### src/rtl/hazard_ctrl.sv
// Pipeline hazard controller: stall/flush/halt sequencing for a 5-stage core.
// Define HAZARD_PERF_EN to add saturating stall/flush/load-use counters.
module hazard_ctrl (
  input  logic       CLK,
  input  logic       RST,
  input  logic [4:0] id_rs,
  input  logic [4:0] id_rt,
  input  logic [4:0] ex_rt,
  input  logic       ex_memRd,
  input  logic       mem_ren,
  input  logic       mem_wen,
  input  logic       dhit,
  input  logic       ihit,
  input  logic       mem_brtaken,
  input  logic       wb_halt,
  output logic       pc_en,
  output logic       ifid_en,
  output logic       idex_en,
  output logic       exmem_en,
  output logic       memwb_en,
  output logic       ifid_flush,
  output logic       idex_flush,
  output logic       exmem_flush,
  output logic       memwb_flush,
  output logic       halted,
  output logic [1:0] state
`ifdef HAZARD_PERF_EN
  ,
  output logic [15:0] stall_cnt,
  output logic [15:0] flush_cnt,
  output logic [15:0] lu_cnt
`endif
);

  typedef enum logic [1:0] {
    RUN    = 2'd0,
    DWAIT  = 2'd1,
    REDIR  = 2'd2,
    HALTED = 2'd3
  } stateT;

  stateT stateQ, stateNext;
  logic  dataWait;
  logic  loadUse;
  logic  luStall;

  assign dataWait = (mem_ren | mem_wen) & ~dhit;
  assign loadUse  = ex_memRd & (ex_rt != 5'd0) & ((ex_rt == id_rs) | (ex_rt == id_rt));
  assign state    = stateQ;

  always_comb begin
    pc_en       = 1'b1;
    ifid_en     = 1'b1;
    idex_en     = 1'b1;
    exmem_en    = 1'b1;
    memwb_en    = 1'b1;
    ifid_flush  = 1'b0;
    idex_flush  = 1'b0;
    exmem_flush = 1'b0;
    memwb_flush = 1'b0;
    halted      = 1'b0;
    luStall     = 1'b0;
    stateNext   = stateQ;

    if (RST) begin
      pc_en       = 1'b0;
      ifid_en     = 1'b0;
      idex_en     = 1'b0;
      exmem_en    = 1'b0;
      memwb_en    = 1'b0;
      ifid_flush  = 1'b1;
      idex_flush  = 1'b1;
      exmem_flush = 1'b1;
      memwb_flush = 1'b1;
      stateNext   = RUN;
    end else if (stateQ == HALTED) begin
      pc_en    = 1'b0;
      ifid_en  = 1'b0;
      idex_en  = 1'b0;
      exmem_en = 1'b0;
      memwb_en = 1'b0;
      halted   = 1'b1;
    end else if (wb_halt) begin
      // Freeze everything on the halt cycle; lower-priority hazards are dropped.
      pc_en     = 1'b0;
      ifid_en   = 1'b0;
      idex_en   = 1'b0;
      exmem_en  = 1'b0;
      memwb_en  = 1'b0;
      stateNext = HALTED;
    end else if (dataWait) begin
      pc_en       = 1'b0;
      ifid_en     = 1'b0;
      idex_en     = 1'b0;
      exmem_en    = 1'b0;
      memwb_flush = 1'b1;
      stateNext   = DWAIT;
    end else if (mem_brtaken && stateQ != REDIR) begin
      ifid_flush  = 1'b1;
      idex_flush  = 1'b1;
      exmem_flush = 1'b1;
      stateNext   = REDIR;
    end else if (stateQ == REDIR) begin
      if (!ihit) begin
        pc_en      = 1'b0;
        ifid_flush = 1'b1;
      end else begin
        stateNext = RUN;
      end
    end else if (stateQ == DWAIT) begin
      stateNext = RUN;
    end else if (loadUse) begin
      pc_en      = 1'b0;
      ifid_en    = 1'b0;
      idex_flush = 1'b1;
      luStall    = 1'b1;
    end else if (!ihit) begin
      pc_en      = 1'b0;
      ifid_flush = 1'b1;
    end
  end

  always_ff @(posedge CLK or posedge RST) begin
    if (RST) stateQ <= RUN;
    else     stateQ <= stateNext;
  end

`ifdef HAZARD_PERF_EN
  logic stallEvt;
  logic flushEvt;

  assign stallEvt = ~pc_en & (stateQ != HALTED);
  assign flushEvt = (stateNext == REDIR) & (stateQ != REDIR);

  always_ff @(posedge CLK or posedge RST) begin
    if (RST) begin
      stall_cnt <= 16'd0;
      flush_cnt <= 16'd0;
      lu_cnt    <= 16'd0;
    end else begin
      if (stallEvt && stall_cnt != 16'hFFFF) stall_cnt <= stall_cnt + 16'd1;
      if (flushEvt && flush_cnt != 16'hFFFF) flush_cnt <= flush_cnt + 16'd1;
      if (luStall && lu_cnt != 16'hFFFF)     lu_cnt    <= lu_cnt + 16'd1;
    end
  end
`endif

endmodule

### config.mk
export PLATFORM = sky130hd
export DESIGN_NAME = hazard_ctrl
export DESIGN_NICKNAME = d
export VERILOG_FILES = /design/src/rtl/hazard_ctrl.sv
export SDC_FILE = /design/constraint.sdc
export NUM_CORES = 1
export LEC_CHECK = 0
export CORE_MARGIN = 4
export CORE_UTILIZATION = 30
export CTS_BUF_LIST = sky130_fd_sc_hd__clkbuf_8
export CTS_CLUSTER_SIZE = 25
export DETAILED_ROUTE_END_ITERATION = 12
export PLACE_DENSITY = 0.8
export SYNTH_ARGS = -nofsm -noshare
export SYNTH_HDL_FRONTEND = slang
export SYNTH_SLANG_ARGS = --single-unit
### constraint.sdc
create_clock -name CLK -period 1.5 [get_ports CLK]
set_input_delay 0.3 -clock CLK [delete_from_list [all_inputs] [get_ports CLK]]
set_output_delay 0.3 -clock CLK [all_outputs]
set_load 0.02 [all_outputs]
==> metrics list, run 1 <==
- In this run the worst hold path is classified as input pin to asynchronous set/reset pin.
- In this run the number of H-tree levels came out at 1.
- Sequential cell area fraction in the yosys report: roughly 11%
- After detailed placement, the total cell area comes to a little under 0.001 mm2.
- At the placement stage, the worst setup path has a slack of -1.29 ns.
* CTS tree: built
- Hold Worst Slack: slightly above 0.6 ns
- Slew at the pin closest to its max-slew limit: 0.324 ns
* Category of the worst setup path launch point: flop
- The register with the most flip-flops in the layout has 2 of them.
- By area, the combinational part of the netlist is dominated by simple AND/OR/NAND/NOR gates.
- Wire segments on met3 add up to between 200 and 300 um in the final route.
* Total non-filler cell area in the finished layout: 0.00120 mm2
* Ordered list of cells on the worst path: inv_2, ha_4, and2b_2, nor4_2, a311oi_2, buf_4
* Aggregate routed wire length: roughly 2.9 mm
- The clock net in this run drives a total of 2 sinks.
- The root buffer cell chosen for the clock tree is sky130_fd_sc_hd__clkbuf_8.
- In this run the worst setup path begins at state[0]$_DFFE_PP0P_.
- Worst-case register-to-register setup slack: -0.11 ns
* Starting DRT DRC Count: 23
- The number of endpoints with negative hold slack in the final report was 0.
- Status: finished, violations left
- Data arrival time at the worst-slack endpoint: ~1.7 ns
- The count of final max-slew check failures was 0.
- Including well taps, the total number of placed cells is ~130.
- Data required time at the worst endpoint: around 1.2 ns
- Area growth syn-to-layout: 168%
- The synthesized netlist contains 23 unique library cells.
* Tightest slew margin relative to the limit: 78.4%
* Ports: 36
- Warnings from Yosys: 0
* Post-route worst setup slack: -0.503 ns
- The setup path with the least slack is of type flop to primary output.
* Remaining routing DRC violations: 0
- On the final layout, the worst clock skew is 0.00134 ns.
- IR analysis of the VDD net gives a maximum drop of 519 uV.
- Endpoint kind of the worst setup timing path: primary output
* Gate count after technology mapping: 62
- The critical path ends at ifid_flush.
* First-pass GRT wire length: between 3 and 4 mm
- Of the total synthesized cell area, the portion taken by AND, OR, NAND and NOR gates is between 20% and 30%.
- Once the floorplan was initialized, standard cells occupied about 33% of the core.
- Total power for the finished layout comes to about 0.70 mW.
- Summing the areas of all compound-gate instances in the mapped netlist gives about a quarter of the synthesized area.
- The worst register-to-register path has a depth of 8.
- The portion of synthesized area spent on multiplexers is 0%.
- In this run the top signal layer used is met4.
- Each instance of the synthesized netlist takes up on average ~7.2 um2.
- In this run the power density over the cells is ~580 mW/mm2.
* Layout cells sized above 1: about three fifths
- Measured along the x axis, the die boundary spans approximately 47 um.
- Wire length the detailed router placed on met1: between 1 and 1.5 mm
- Static Leak: between 0.5 and 0.6 nW
* Ratio of final minimum period to clock period: 134%
- Routed WL per cell: 20.6 um
* Via count of the first global-routing pass: approximately 750
- For this design, the slowest cell found on the critical path is sky130_fd_sc_hd__dfrtp_2.
- Subtracting the final worst setup slack from the clock period gives around 2 ns.
* Residual overflow from global routing: 0
- Number of buffers added by the clock tree synthesis step: 3
- Failing checks: negative setup slack
* Detailed-placement wirelength estimate: about 1.5 mm
- In this run the remaining antenna-violating nets after routing total 0.
- Cell area after technology mapping: 449 um2
- Vias per inst: roughly 5.6
* Number of nets in the synthesized netlist: 90
- Reg-to-reg endpoint: state[1]$_DFFE_PP0P_
- Fill cells in the final layout number 60.
* Most instantiated flip-flop cell in the synthesis netlist: sky130_fd_sc_hd__dfrtp_1
- After clock tree synthesis, the flow added hold-fix buffers numbering 0.
* Clock transition at the registers of the reported paths: 0.03 ns
- The core region is 0.00135 mm2.
* Final #Nets: around 150
- Across the run, the number of max-cap violations was 0.
- On the worst path, the slowest cell contributes a delay of roughly 0.43 ns.
- Summing the areas of all fa, ha and maj instances in the mapped netlist gives ~11% of the synthesized area.
* Post-synthesis register bit count: 2
* Unrepaired setup endpoints after global routing: true
- Via count: 789
- Bufs on Longest Clock Path: 2
- Total of buffers placed on input and output ports: 35
- TritonRoute pass-1 iters: 4
- Xor/xnor cell area share of the yosys netlist: 19.5%
- Worst-skew pair later-pin latency: 0.21 ns
- Overall die area: 0.00218 mm2
* Highest achievable clock rate: 0.499 GHz
- The die is roughly 47 um tall.
- Maximum fanout encountered on the critical timing path: 4
* FFs w/ async S/R, synth: 100%
* Share of the core filled with cells: 89.2%
* Largest net degree at the start of global routing: 5
* Standard-cell row count: 13
* Global placement routability congestion: roughly 0.79
* Post-route insts no fill: 140
- The synthesized design contains 0 enable-type register cells.
* Setup TNS: -3.31 ns
- Met2 layer wire length in the routed design: about 1.5 mm
* Total of endpoints with negative setup slack in the final report: 11
- The initial antenna violation count was 0.
- The worst register-to-register path begins at state[0]$_DFFE_PP0P_.
- For this run, the total global-route usage over all layers was measured as about a quarter.
-- worst min path at each step --
stage,cells past startpoint,slack [ns],to,from
detailed placement,3,0.75,state[0]$_DFFE_PP0P_,state[0]$_DFFE_PP0P_
finish,4,0.61,state[1]$_DFFE_PP0P_,RST
floorplan,2,0.25,state[0]$_DFFE_PP0P_,RST
CTS,4,0.49,state[1]$_DFFE_PP0P_,RST
global route,4,0.62,state[1]$_DFFE_PP0P_,RST
global placement,3,0.73,state[0]$_DFFE_PP0P_,state[0]$_DFFE_PP0P_
-- cells by family after synthesis --
logic type | after synthesis
AND/OR/NAND/NOR | 25
AO/OA/AOI/OAI | 15
XOR/XNOR | 10
buffers and inverters | 6
adder cells (fa/ha/maj) | 4
flip-flops | 2
-- cells in the mapped netlist, drive strengths merged, types with 3 or more instances --
master  number  area [um2]
inv          4        15.0
ha           4        50.1
a21oi        3        15.0
o21ai        3        15.0
nor2b        3        18.8
nand2        5        18.8
nor2         7        26.3
nor3         4        20.0
xor2        10        87.6
-- cell type report --
cell class	instances	area [um2]	share of cell area [%]
Clock buffer	3	41.3	3.43
Inverter	4	17.5	1.46
Tap cell	15	18.8	1.56
Multi-Input combinational cell	54	529	44.0
Timing Repair Buffer	61	542	45.0
Sequential cell	2	52.6	4.37
Antenna cell	1	2.50	0.208
-- critical path: cells and delay by family (launching register included) --
| family | cells | cell delay, ns |
|---|---|---|
| buf+inv | 2 | 0.26 |
| simple gates | 2 | 0.57 |
| fa+ha+maj | 1 | 0.16 |
| compound gates | 1 | 0.06 |
| flops | 1 | 0.43 |
-- power by group --
part           switching, mW  total [mW]  internal (mW)  leakage, nW
registers             0.0106      0.0715         0.0609       0.0226
logic                  0.204       0.414          0.211        0.523
clock network         0.0470       0.217          0.170       0.0216
total                  0.261       0.703          0.442        0.567
-- cells in the final DEF (no fill, tap or decap), types with 2 or more instances in the layout --
master	count
sky130_fd_sc_hd__dfrtp_2	2
sky130_fd_sc_hd__a21o_1	2
sky130_fd_sc_hd__clkdlybuf4s50_1	4
sky130_fd_sc_hd__o21bai_1	2
sky130_fd_sc_hd__nor2_2	2
sky130_fd_sc_hd__nand2_1	3
sky130_fd_sc_hd__nand2_2	2
sky130_fd_sc_hd__nor2b_4	2
sky130_fd_sc_hd__a21oi_1	2
sky130_fd_sc_hd__nor2_1	5
sky130_fd_sc_hd__nor3_2	3
sky130_fd_sc_hd__inv_1	2
sky130_fd_sc_hd__ha_4	2
sky130_fd_sc_hd__dlygate4sd2_1	15
sky130_fd_sc_hd__clkbuf_8	3
sky130_fd_sc_hd__buf_6	16
sky130_fd_sc_hd__xor2_1	9
sky130_fd_sc_hd__buf_2	3
sky130_fd_sc_hd__buf_4	22
-- timing repair --
item | 4_1_cts | 5_1_grt
endpoints found under the setup margin | 14 | 13
buffers inserted | 5 | 4
cloned | 0 | 0
resized for setup | 113 | 19
pin swaps | 24 | 6
-- layer usage --
metal | up-vias | track usage, %
met4 | 0 | 9.94
met5 | - | 0
met2 | 60 | 42.0
met3 | 14 | 4.30
li1 | 345 | -
met1 | 370 | 29.7
No activity file was read; power rests on OpenSTA's default activity.
==> inputs of run 2 (changes only) <==
MAX_ROUTING_LAYER = met4   (was default)
==> results of run 2 <==
Same layout as run 1: the final DEF is identical, and so are final timing and power.
Among the figures that moved: final weighted congestion in routability-driven placement 0.790 -> 0.801; overall routing resource usage 24.5% -> 25.2%
==> inputs of run 3 (changes only) <==
CAP_MARGIN = 20   (was default)
CTS_BUF_LIST = sky130_fd_sc_hd__clkbuf_4 sky130_fd_sc_hd__clkbuf_8   (was sky130_fd_sc_hd__clkbuf_8)
==> metrics list, run 3 (same netlist as run 1, synthesis figures left out) <==
* Status: finished, violations left (unchanged)
- Failing checks: negative setup slack (unchanged)
* Startpoint of the worst setup timing path: mem_brtaken (was state[0]$_DFFE_PP0P_)
- Number of buffers added by the clock tree synthesis step: 3 (unchanged)
- The total setup violations reported at the end of the flow was 11 (unchanged).
- The per-cell routed wire length is 22.2 um (was 20.6 um).
* Placed Cells: 128 (unchanged)
* Post-route worst setup slack: -0.498 ns (was -0.503 ns)
* Overall die area: 0.00218 mm2 (unchanged)
- Root Buffer Master: sky130_fd_sc_hd__clkbuf_4 (was sky130_fd_sc_hd__clkbuf_8)
* Cell with the biggest individual delay on the critical path: sky130_fd_sc_hd__clkdlybuf4s50_1 (was sky130_fd_sc_hd__dfrtp_2)
- The wire length of the first global-routing pass is 3.86 mm (was 3.62 mm).
- The number of filler cells placed in the layout came to 50 (was 60).
- Layout cells sized above 1: 62.9% (was 60.5%)
- Static Leak: 0.563 nW (was 0.567 nW)
- The startpoint of the worst-slack reg-to-reg timing path is state[0]$_DFFE_PP0P_ (unchanged).
* Standard-cell row count: 13 (unchanged)
- Setup clock skew after layout: 0.00606 ns (was 0.00134 ns)
- The routed wire length is 3.10 mm (was 2.89 mm).
* Most frequent standard cell in the layout excluding fill and tap cells: sky130_fd_sc_hd__buf_4 (unchanged)
- The biggest cell delay along the critical path came to 0.56 ns (was 0.43 ns).
- Unrepaired setup endpoints after global routing: true (unchanged).
- The final critical path time including I/O delays and setup came to 2.00 ns (about the same).
* Die span in x: 46.7 um (unchanged)
- Via count of the first global-routing pass: 804 (was 754)
* Worst-skew pair later-pin latency: 0.24 ns (was 0.21 ns)
- Commonest non-fill, non-tap cells in the layout: 21 x sky130_fd_sc_hd__buf_4, 17 x sky130_fd_sc_hd__buf_6, 15 x sky130_fd_sc_hd__dlygate4sd2_1, 10 x sky130_fd_sc_hd__xor2_1 (was 22 x sky130_fd_sc_hd__buf_4, 16 x sky130_fd_sc_hd__buf_6, 15 x sky130_fd_sc_hd__dlygate4sd2_1, 9 x sky130_fd_sc_hd__xor2_1, 5 x sky130_fd_sc_hd__nor2_1).
* Flip-flop count of the largest register after layout: 2 (unchanged)
- Post-route insts no fill: 140 (unchanged)
- The worst voltage drop across the vdd grid is 370 uV (was 519 uV).
* Tightest slew margin relative to the limit: 73.5% (was 78.4%)
* Final slew viol count: 0 (unchanged)
- The pin count of the biggest net entering global routing came to 6 (was 5).
* Area growth syn-to-layout: 174% (was 168%)
- Detailed-placement wirelength estimate: 1.46 mm (unchanged)
- Ordered list of cells on the worst path: clkdlybuf4s50_1, and2b_2, buf_4, buf_6, nand2_2, nand2_2, buf_6 (was inv_2, ha_4, and2b_2, nor4_2, a311oi_2, buf_4).
- Final-report hold violation count: 0 (unchanged)
- Total number of H-tree levels: 1 (unchanged)
* Power density normalized to cell area: 529 mW/mm2 (was 584 mW/mm2)
- Slew at the pin closest to its max-slew limit: 0.397 ns (was 0.324 ns)
* DRT antenna net count: 0 (unchanged)
- Share of the core filled with cells: 91.0% (was 89.2%)
- The total routing resource utilization after global routing came to 27.1% (was 25.2%).
- CTS tree: built (unchanged)
- The total power draw is 0.650 mW (was 0.703 mW).
- Final #Nets: 154 (unchanged)
- The maximum operating frequency is 0.500 GHz (was 0.499 GHz).
- Endpoint kind of the worst setup timing path: primary output (unchanged)
- Starting DRT DRC Count: 27 (was 23)
* Count of hold buffers inserted by post-cts repair: 0 (unchanged)
- Worst-case register-to-register setup slack: -0.24 ns (was -0.11 ns)
- The via-per-instance ratio came to 5.64 (unchanged).
* Vert. Die Dim: 46.7 um (unchanged)
* Ratio of final minimum period to clock period: 133% (was 134%)
- The effective utilization at floorplan is 33.3% (unchanged).
- The number of sinks driven by the clock tree was 2 (unchanged).
- Category of the worst setup path launch point: input pin (was flop)
* Number of antenna violations at the first check in global routing: 1 (was 0)
- Bufs on Longest Clock Path: 2 (unchanged)
* Global placement routability congestion: 0.801 (unchanged)
- The cell family with the largest share of critical-path delay was buffers and inverters (was simple AND/OR/NAND/NOR gates).
- The data arrival time of the critical path was 1.70 ns (about the same).
- The max-capacitance violation count is 0 (unchanged).
- Via count: 789 (unchanged)
- The endpoint required time on the critical path was 1.20 ns (about the same).
- The placeable core area was 0.00135 mm2 (unchanged).
- Maximum fanout encountered on the critical timing path: 3 (was 4)
* Remaining routing DRC violations: 0 (unchanged)
* Ports: 36 (unchanged)
- Classification of the worst setup path: input pin to primary output (was flop to primary output)
- The quantity of I/O buffers inserted on ports was 35 (unchanged).
- The critical path buffer and inverter count came to 4 (was 2).
- The global-route congestion overflow total came to 0 (unchanged).
* Tightest Hold Check Type: input pin to asynchronous set/reset pin (unchanged)
- Clock transition at the registers of the reported paths: 0.03 ns (about the same)
- The iteration count of the initial detailed-routing pass was 4 (unchanged).
-- run 3: cell count changes in the layout (fill, tap and decap cells not counted), moves of 2 or more --
cell	before	now
sky130_fd_sc_hd__inv_2	1	3
sky130_fd_sc_hd__clkbuf_4	0	3
sky130_fd_sc_hd__clkbuf_8	3	0
sky130_fd_sc_hd__ha_4	2	4
-- run 3: worst paths after layout --
check,endpoint,cells after the start
setup / recovery,exmem_flush,7
hold / removal,state[1]$_DFFE_PP0P_,4
setup reg to reg,state[1]$_DFFE_PP0P_,9
hold reg to reg,state[0]$_DFFE_PP0P_,3
max in group asynchronous,state[0]$_DFFE_PP0P_,4
min in group CLK,state[0]$_DFFE_PP0P_,3
-- run 3: layout make-up --
type                       instances  area [um2]  share of cell area (%)
antenna                            1        2.50                   0.204
multi-input combinational         54         572                    46.5
inverter                           4        15.0                    1.22
sequential                         2        52.6                    4.28
tap                               15        18.8                    1.53
timing repair buffer              61         546                    44.4
clock buffer                       3        22.5                    1.83
-- run 3: metrics by stage --
stage / hold slack [ns] / TNS (ns) / worst slack [ns] / area, um2
after detailed placement: 0.749 / -8.66 / -1.29 / 990
after global routing: 0.462 / -4.48 / -0.548 / 1230
after CTS: 0.410 / -2.79 / -0.498 / 1140
after global placement: 0.734 / -8.28 / -1.18 / 990
final: 0.446 / -3.93 / -0.498 / 1230
after floorplan: 0.254 / -1.60 / -0.375 / 498
-- run 3: worst register-to-register path, stage by stage, from the launching register on --
cell and delay [ns]:
sky130_fd_sc_hd__dfrtp_2 0.41, sky130_fd_sc_hd__inv_2 0.07, sky130_fd_sc_hd__ha_4 0.17, sky130_fd_sc_hd__and2b_2 0.29, sky130_fd_sc_hd__buf_4 0.14, sky130_fd_sc_hd__buf_6 0.09, sky130_fd_sc_hd__nand2_1 0.05, sky130_fd_sc_hd__nor2_1 0.14
sky130_fd_sc_hd__o21bai_1 0.10, sky130_fd_sc_hd__a21oi_1 0.19
-- run 3: report_power, final --
part | total, mW | leakage [nW] | internal, mW | switching [mW]
Sequential | 0.0721 | 0.0226 | 0.0608 | 0.0112
Combinational | 0.445 | 0.526 | 0.226 | 0.220
Clock | 0.133 | 0.0138 | 0.0892 | 0.0433
Total | 0.650 | 0.563 | 0.376 | 0.274
-- run 3: repair_timing --
action,CTS,global route
setup endpoints to repair,14,12
gates resized for setup,124,15
buffers inserted,5,3
pin swaps,27,8
-- run 3: per-layer routing --
layer	GRT usage (%)	part of all wire [%]	up-vias	wire length, um
li1	-	-	340	-
met5	-	0	-	0
met1	25.1	36	383	1110
met2	47.3	51	45	1590
met4	22.1	7.5	0	233
met3	5.47	5.4	21	166
==> edit, RTL diff (settings of run 3) <==
Build with the macro `HAZARD_PERF_EN` defined.
--- a/src/rtl/hazard_ctrl.sv
+++ b/src/rtl/hazard_ctrl.sv
@@ -1,5 +1,7 @@
 // Pipeline hazard controller: stall/flush/halt sequencing for a 5-stage core.
 // Define HAZARD_PERF_EN to add saturating stall/flush/load-use counters.
+`define HAZARD_PERF_EN
+
 module hazard_ctrl (
   input  logic       CLK,
   input  logic       RST,
Formal check against the unedited RTL (old outputs only; new: flush_cnt, lu_cnt and stall_cnt): equivalent (Yosys induction, for registers that start in step).
==> edit against run 3 <==
  * The run still ends with setup timing left
  * Sequential cell count up 48
  * Sequential power rose to 22 times the old value
  * Worst hold slack better by 0.078 ns
  * Non-clock buffer count grew 141
  * Wire length rose to 2.7 times the old value
  * Setup slack worse by 0.13 ns
  * Final area increased to 4.2 times the old value
  * Total power grew to 6.6 times the old value
  * Die area grew to 4.7 times the old value
  * Final cell count grew to 4.0 times the old value
  * Area after synthesis grew to 5.8 times the old value
==> edit: results (changes against run 3) <==
[global_routing]
antenna_found_initial=0  ; -1
grt_pass1_vias=2827  ; +250%
grt_usage_pct=15.8  ; -11 points
grt_pass1_wl_um=12900  ; +240%
grt_max_degree=51  ; +45

[worst_setup_path]
critPathSlowestCell=or4_4
reg2reg_from=state[1]$_DFF_PP0_
path_max_fanout=2  ; -1
reg2reg_depth=9  ; unchanged
slowest_delay_ns=0.53  ; -0.03 ns
arrival_ns=1.83  ; +0.13 ns
r2r_end=lu_cnt[15]$_DFFE_PP0P_

[yosys]
syn_nets=284  ; +220%
synthTopCellsByArea=dfrtp_1 (48%), xnor2_1 (13%), xor2_1 (5.7%)
ys_warn_count=0  ; unchanged
synthTopCellsByCount=dfrtp_1 (50), xnor2_1 (39), nor2_1 (22)
synth-seq-area-share_pct=47.7  ; +37 points

[timing]
fin_tns_setup_ns=-22.63  ; -18.70 ns
skew_ns=0.00499  ; -0.00107 ns
setup_viol=59  ; +48
tightest_slew_ns=0.645  ; +0.248 ns
fin_ws_ns=-0.631  ; -0.133 ns

[placement]
post-dp-hpwl_um=5760  ; +290%
dpl_worst_slack_ns=-1.53  ; -0.238 ns
place_congestion=0.838  ; +4.6%
io_buffers=83  ; +140%

[cells_and_area]
layout.nets=486  ; +220%
antenna_cells=0  ; -1
layout-drive-gt1-share_pct=48.9  ; -14 points

[run_status]
status=complete, but fails checks
failed_checks=setup timing

[hold_path]
hp-class=reg -> reg

[clock_tree]
path_clk_slew_ns=0.09  ; +0.06 ns
cts-buffers-inserted=5  ; +2
htree_levels=2  ; +1
clock_latency_ns=0.29  ; +0.05 ns
cts-root-buf=clkbuf_8

[power_and_ir_drop]
p_leak_nw=2.56  ; +360%
ir_drop_mv=0.417  ; +13%

[routing]
viasPerCell=4.84  ; -14%
drtIter0Drc=93  ; +240%
drt_wl_total_um=8390  ; +170%

-- edit: cell types whose count changed in the layout (fill, tap and decap cells not counted), moves of 7 or more --
cell	run 3	this run
nand2_1	2	13
dfrtp_1	0	44
nor2_1	4	12
clkdlybuf4s15_1	1	16
nand3_4	0	9
xnor2_2	0	9
and3_1	0	10
nand4_1	0	20
buf_6	17	35
dlygate4sd2_1	15	49
buf_4	21	92
nor2_4	0	7
xnor2_1	0	30
-- edit: kinds of logic (layout without fill, tap and decap cells) --
kind of cell / Yosys count / in the layout / share of synthesized area (%)
AO/OA/AOI/OAI: 15 / 15 / 4.29
XOR/XNOR: 56 / 56 / 18.7
adder cells (fa/ha/maj): 5 / 5 / 2.19
buffers and inverters: 16 / 219 / 3.15
flip-flops: 50 / 50 / 47.7
multiplexers: 3 / 3 / 1.29
AND/OR/NAND/NOR: 112 / 112 / 22.7
-- edit: critical path: cells and delay by family --
family / cells / cell delay (ns)
buffers and inverters: 2 / 0.24
and+or+nand+nor: 2 / 0.59
adders and majority gates: 1 / 0.34
AOI/OAI and AO/OA: 2 / 0.35
-- edit: repair_timing --
item,CTS,global route
setup endpoints to repair,108,74
pin swaps,49,41
resized for setup,187,77
buffers inserted,11,21
gates cloned,0,2
-- edit: stage by stage --
stage          power [W]  std cells  hold WS [ns]  area, um^2  util [%]
2_1_floorplan    0.00235        257         0.350        2810         -
3_3_place_gp     0.00312        533         0.499        4430      53.1
3_5_place_dp     0.00319        533         0.515        4430      53.1
4_1_cts          0.00414        550         0.531        4720      56.6
5_1_grt          0.00449        565         0.565        5160      61.9
6_report         0.00426        565         0.524        5160      61.9
-- edit: how the worst max path moves through the flow --
stage | from | to | slack (ns) | cells after the start
after floorplan | RST | flush_cnt[14]$_DFFE_PP0P_ | -0.61 | 6
after global placement | ex_rt[1] | ifid_flush | -1.47 | 7
after detailed placement | ex_rt[2] | ifid_flush | -1.53 | 7
after CTS | ex_rt[1] | ifid_flush | -0.63 | 7
after global routing | ex_rt[0] | ifid_flush | -0.69 | 8
final | ex_rt[1] | ifid_flush | -0.63 | 7
-- edit: metal layers --
layer	wire, um	global-route usage [%]
met2	4670	28.3
met3	305	2.41
met1	3310	18.7
met4	105	3.17
met5	0	-
-- edit: final cells by class --
| cell class | count | area, um^2 |
|---|---|---|
| flip-flops and latches | 50 | 1260 |
| fillers | 683 | 3180 |
| well taps | 105 | 131 |
| clock buffers | 7 | 83.8 |
| multi-input cells | 191 | 1810 |
| inverters | 9 | 42.5 |
| clock inverters | 1 | 30.0 |
| repair buffers | 202 | 1810 |
-- edit: where the power goes --
group,internal (W),switching [W]
Clock,0.000536,0.000439
Combinational,0.000871,0.000820
Sequential,0.00151,0.0000865
